`src/rtl/pulse_period_meter_pkg.sv`:
```
// Shared types and default parameters for the pulse period meter.
// The optional glitch filter is enabled with `define PULSE_METER_GLITCH_FILTER_EN.
package pulse_period_meter_pkg;

    localparam int unsigned DEF_CNT_W          = 24;
    localparam int unsigned DEF_TIMEOUT_CYCLES = 12000000;
    localparam int unsigned DEF_FILT_LEN       = 4;

    typedef enum logic [1:0] {
        WAIT_RISE = 2'd0,
        HIGH      = 2'd1,
        LOW       = 2'd2
    } meter_state_t;

endpackage

```
`src/rtl/pulse_sync_filter.sv`:
```
// Two-flop synchronizer plus optional glitch filter producing the filtered level.
// Filter present only when PULSE_METER_GLITCH_FILTER_EN is defined.
module pulse_sync_filter #(
    parameter int unsigned FILT_LEN = 4
) (
    input  logic sysclk,
    input  logic reset,
    input  logic pulse_in,
    output logic level
);

`ifdef PULSE_METER_GLITCH_FILTER_EN
    localparam bit FILT_ON = 1'b1;
`else
    localparam bit FILT_ON = 1'b0;
`endif
    localparam int unsigned FILT_N = FILT_ON ? FILT_LEN : 0;

    logic [1:0] sync_q;

    always_ff @(posedge sysclk or posedge reset) begin
        if (reset) begin
            sync_q <= '0;
        end else begin
            sync_q <= {sync_q[0], pulse_in};
        end
    end

    generate
        if (FILT_N > 0) begin : g_filter
            localparam int unsigned FW = (FILT_N > 1) ? $clog2(FILT_N) : 1;
            logic [FW-1:0] run_cnt;
            logic          filt_q;

            // run_cnt counts consecutive samples that disagree with the accepted level
            always_ff @(posedge sysclk or posedge reset) begin
                if (reset) begin
                    run_cnt <= '0;
                    filt_q  <= 1'b0;
                end else if (sync_q[1] == filt_q) begin
                    run_cnt <= '0;
                end else if (run_cnt == FW'(FILT_N - 1)) begin
                    run_cnt <= '0;
                    filt_q  <= sync_q[1];
                end else begin
                    run_cnt <= run_cnt + FW'(1);
                end
            end

            assign level = filt_q;
        end else begin : g_bypass
            assign level = sync_q[1];
        end
    endgenerate

endmodule

```
`src/rtl/pulse_period_meter.sv`:
```
// Measures period and high time of a sampled pulse waveform, strobing Valid per period.
// Optional glitch filter: define PULSE_METER_GLITCH_FILTER_EN.
module pulse_period_meter
    import pulse_period_meter_pkg::*;
#(
    parameter int unsigned CNT_W          = DEF_CNT_W,
    parameter int unsigned TIMEOUT_CYCLES = DEF_TIMEOUT_CYCLES,
    parameter int unsigned FILT_LEN       = DEF_FILT_LEN
) (
    input  logic             sysclk,
    input  logic             reset,
    input  logic             Pulse_In,
    output logic [CNT_W-1:0] Period,
    output logic [CNT_W-1:0] High_Time,
    output logic             Valid,
    output logic             Timeout,
    output logic             Level
);

    localparam logic [CNT_W-1:0] TIMEOUT_LIM = CNT_W'(TIMEOUT_CYCLES);
    localparam logic [CNT_W-1:0] CNT_ONE     = CNT_W'(1);

    meter_state_t     state, state_nx;
    logic             level_d;
    logic             rise, fall, at_limit;
    logic [CNT_W-1:0] cnt, cnt_nx, cnt_inc;
    logic [CNT_W-1:0] high_reg, high_nx;
    logic [CNT_W-1:0] period_nx, high_time_nx;
    logic             valid_nx, timeout_nx;

    pulse_sync_filter #(
        .FILT_LEN(FILT_LEN)
    ) u_sync_filter (
        .sysclk  (sysclk),
        .reset   (reset),
        .pulse_in(Pulse_In),
        .level   (Level)
    );

    assign rise     = Level & ~level_d;
    assign fall     = ~Level & level_d;
    assign cnt_inc  = (&cnt) ? cnt : cnt + CNT_ONE;
    assign at_limit = (cnt >= TIMEOUT_LIM);

    always_comb begin
        state_nx     = state;
        cnt_nx       = cnt_inc;
        high_nx      = high_reg;
        period_nx    = Period;
        high_time_nx = High_Time;
        valid_nx     = 1'b0;
        timeout_nx   = Timeout;

        unique case (state)
            WAIT_RISE: begin
                if (rise) begin
                    cnt_nx   = CNT_ONE;
                    state_nx = HIGH;
                end else if (at_limit) begin
                    timeout_nx = 1'b1;
                    cnt_nx     = '0;
                end
            end
            HIGH: begin
                if (at_limit) begin
                    timeout_nx = 1'b1;
                    cnt_nx     = '0;
                    state_nx   = WAIT_RISE;
                end else if (fall) begin
                    high_nx  = cnt;
                    state_nx = LOW;
                end
            end
            LOW: begin
                // a rise on the threshold cycle still completes the measurement
                if (rise) begin
                    period_nx    = cnt;
                    high_time_nx = high_reg;
                    valid_nx     = 1'b1;
                    timeout_nx   = 1'b0;
                    cnt_nx       = CNT_ONE;
                    state_nx     = HIGH;
                end else if (at_limit) begin
                    timeout_nx = 1'b1;
                    cnt_nx     = '0;
                    state_nx   = WAIT_RISE;
                end
            end
            default: begin
                cnt_nx   = '0;
                state_nx = WAIT_RISE;
            end
        endcase
    end

    always_ff @(posedge sysclk or posedge reset) begin
        if (reset) begin
            state     <= WAIT_RISE;
            cnt       <= '0;
            high_reg  <= '0;
            level_d   <= 1'b0;
            Period    <= '0;
            High_Time <= '0;
            Valid     <= 1'b0;
            Timeout   <= 1'b0;
        end else begin
            state     <= state_nx;
            cnt       <= cnt_nx;
            high_reg  <= high_nx;
            level_d   <= Level;
            Period    <= period_nx;
            High_Time <= high_time_nx;
            Valid     <= valid_nx;
            Timeout   <= timeout_nx;
        end
    end

endmodule

```
`config.mk`:
```
export PLATFORM = sky130hd
export DESIGN_NAME = pulse_period_meter
export DESIGN_NICKNAME = d
export VERILOG_FILES = /design/src/rtl/pulse_period_meter_pkg.sv /design/src/rtl/pulse_sync_filter.sv /design/src/rtl/pulse_period_meter.sv
export SDC_FILE = /design/constraint.sdc
export NUM_CORES = 1
export LEC_CHECK = 0
export ABC_AREA = 1
export CORE_ASPECT_RATIO = 1.1
export CORE_UTILIZATION = 60
export CTS_CLUSTER_SIZE = 28
export DETAILED_ROUTE_END_ITERATION = 8
export PLACE_DENSITY = 0.85
export SLEW_MARGIN = 20
export SYNTH_ARGS = -nofsm -noshare
export SYNTH_HDL_FRONTEND = slang
export SYNTH_HIERARCHICAL = 1
export SYNTH_SLANG_ARGS = --single-unit
```
`constraint.sdc`:
```
create_clock -name sysclk -period 8.6 [get_ports sysclk]
set_clock_uncertainty 0.15 [all_clocks]
set_input_delay 1.29 -clock sysclk [delete_from_list [all_inputs] [get_ports sysclk]]
set_output_delay 1.29 -clock sysclk [all_outputs]
set_load 0.02 [all_outputs]
```
==> impl_metrics.csv <==
group,metric,value,unit
timing,hold_viol,0,
pwr,leakage,2.68,nW
clocking,hold_buffers,0,
pwr,p_clk_frac,0.293,
pwr,power_switching_share,0.308,
clocking,cts_buffer_depth,2,
timing,period_needed,2820,ps
timing,relSlewSlack,0.368,
worst_setup_path,cp.required,7160,ps
global_route,antenna_found_initial,0,
worst_setup_path,worstPathBufferInverterCount,1,
placed_design,gp_congestion,0.972,
synthesis,ys_types,25,
cells_and_area,drive_gt1_frac,0.0903,
floorplanning,placementRows,33,
worst_setup_path,rrSetupSlack,6250,ps
worst_setup_path,critical-path-top-delay-family,"buffers and inverters",
routing,wirelength,9.41,mm
worst_setup_path,cp-start-kind,"register",
clocking,clk_latency,370,ps
cells_and_area,final.fill_count,557,
worst_setup_path,worst_setup_path_end_kind,"output port",
worst_setup_path,crit_fanout,2,
worst_setup_path,path_class,"register to output port",
floorplanning,fp.dieW,85.2,microns
floorplanning,num_io_pins,54,
cells_and_area,utilization,0.718,
clocking,post-cts-setup-buffers,0,
pwr,total_power,1.06,mW
synthesis,ys_ff_latch,103,
cells_and_area,final_nets,587,
worst_setup_path,path_cells,"clkdlybuf4s50_1",
pwr,seqPwrFrac,0.531,
clocking,root_buffer,"clkbuf_8",
routing,wl_met2,4.46,mm
clocking,post_cts_resized,0,
routing,initialDrtViolationCount,211,
timing,tightest_slew,948,ps
global_route,grt_remaining_overflow,0,
global_route,grt_pass1_wl,15.9,mm
worst_setup_path,arrival,1380,ps
cells_and_area,final_cells,674,
floorplanning,core_area,7390,sq um
pwr,pwr-share-comb,0.176,
placed_design,place_ws,5540,ps
pwr,power.density,199,nW/um^2
timing,rsz0062_at_grt,"false",
timing,drv_slew,0,
worst_hold_path,hold_path_class,"register to register",
cells_and_area,antennaDiodeCount,0,
timing,max_clock_freq,0.355,GHz
floorplanning,start_util,0.618,
synthesis,syn_area_per_cell,8.57,sq um
worst_setup_path,slowest_delay,620,ps
clocking,cts_tree,"built",
pwr,p_int,732,uW
clocking,cts.sinks,103,
synthesis,netlist_instances,533,
clocking,path_clk_slew,90,ps
placed_design,port-buffer-count,53,
routing,m1WireLength,4.34,mm
global_route,grt_pass1_vias,3474,
routing,dr_wl_met3,394,microns
clocking,cts_buffers,9,
synthesis,synth-seq-area-share,0.565,
routing,via_per_inst,5.29,
routing,vias,3565,
synthesis,synth_warnings,6,
routing,drt_first_pass_iters,4,
timing,finalCritPeriodShare,0.328,
clocking,htree_levels,3,
routing,final_antenna_net_count,0,
floorplanning,die_h,93.5,microns
worst_setup_path,crit_slowest_cell,"clkdlybuf4s50_1",
timing,setup_viol,0,
cells_and_area,syn2layout_area_growth,16.2,%
pwr,netSwitchingPower,325,uW
timing,tns,0,ps
timing,setup_slack,5780,ps
global_route,grt_max_degree,70,
synthesis,syn-num-nets,538,
job,drv_cap,0,
placed_design,numPlacedInstances,658,
pwr,worst_ir_drop_vdd,89.2,uV
placed_design,dp_hpwl,6.49,mm
routing,post_drt_wl_per_cell,14.0,microns
synthesis,syn_area,4570,sq um
outcome,status,"completed",
routing,drc,0,
floorplanning,die_area,7960,sq um
global_route,grt_use_total,0.257,
routing,top_layer_used,"met4",
[placed cells by master, fill, tap and decap left out, types with 3 or more instances in the layout]
cell,synthesis,routed
clkbuf_8,0,9
o21ai_2,16,16
o21ai_0,18,18
nor2_1,40,40
a21oi_2,3,3
a21oi_1,7,7
nand3_1,22,22
dfrtp_1,103,103
nor2_2,3,3
inv_1,42,41
inv_2,6,6
xor2_1,10,10
nand4_1,8,8
clkdlybuf4s50_1,0,53
nand2_1,222,222
nor3_1,4,4
[synth_stat cells (all sizes together)]
| cell | n | area [sq um] |
|---|---|---|
| o21ai | 35 | 235 |
| nand3 | 24 | 145 |
| xnor2 | 2 | 17.5 |
| nand2 | 224 | 846 |
| nor2 | 44 | 180 |
| clkinv | 1 | 3.75 |
| nor3 | 4 | 20.0 |
| ha | 2 | 25.0 |
| inv | 48 | 180 |
| a21oi | 11 | 77.6 |
| dfrtp | 103 | 2580 |
| xor2 | 10 | 87.6 |
| nand4 | 8 | 50.1 |
| clkbuf | 2 | 7.51 |
| buf | 15 | 113 |
[routing by layer]
| metal | vias to the layer above | global-route usage |
|---|---|---|
| met5 | - | 0 |
| met4 | 0 | 0.120 |
| met3 | 21 | 0.0380 |
| met2 | 101 | 0.417 |
| met1 | 1694 | 0.344 |
| li1 | 1749 | - |
[worst paths after layout]
path                       cells past startpoint                       to                     from
setup / recovery                               1                Period[0]                Period[0]
hold / removal                                 0  u_sync_filter/sync_q[1]  u_sync_filter/sync_q[0]
setup reg to reg                               9              high_reg[9]                  cnt[12]
hold reg to reg                                0  u_sync_filter/sync_q[1]  u_sync_filter/sync_q[0]
max in group asynchronous                      3                  cnt[14]                    reset
min in group asynchronous                      2  u_sync_filter/sync_q[1]                    reset
[area by class of cell]
type                       count  area, sq um  share of cell area
timing repair buffer          55          546               0.103
multi-input combinational    364         1680               0.317
clock buffer                   9          124              0.0233
tap                           87          109              0.0205
sequential                   103         2580               0.486
clock inverter                 7         78.8              0.0149
inverter                      49          186              0.0351
[power by group through the flow]
stage,combinational [mW],clock [mW],sequential (mW)
after floorplan,0.103,0,0.586
after global placement,0.180,0,0.567
after detailed placement,0.186,0,0.571
after CTS,0.187,0.310,0.561
after global routing,0.206,0.331,0.567
final,0.186,0.310,0.561
[cell families (layout without fill, tap and decap cells)]
kind of cell,after synthesis,after routing,synth area share
adders and majority gates,2,2,0.00548
xor gates and xnor gates,12,12,0.0230
AOI/OAI and AO/OA,46,46,0.0685
buffers and inverters,66,120,0.0666
and+or+nand+nor,304,304,0.272
DFF,103,103,0.565
[metrics by stage]
stage	hold slack, ps	cell area, sq um
4_1_cts	210	5310
2_1_floorplan	181	4570
6_report	209	5310
3_5_place_dp	187	5100
5_1_grt	228	5310
3_3_place_gp	189	5100
Power figures use the tool's default switching activity.
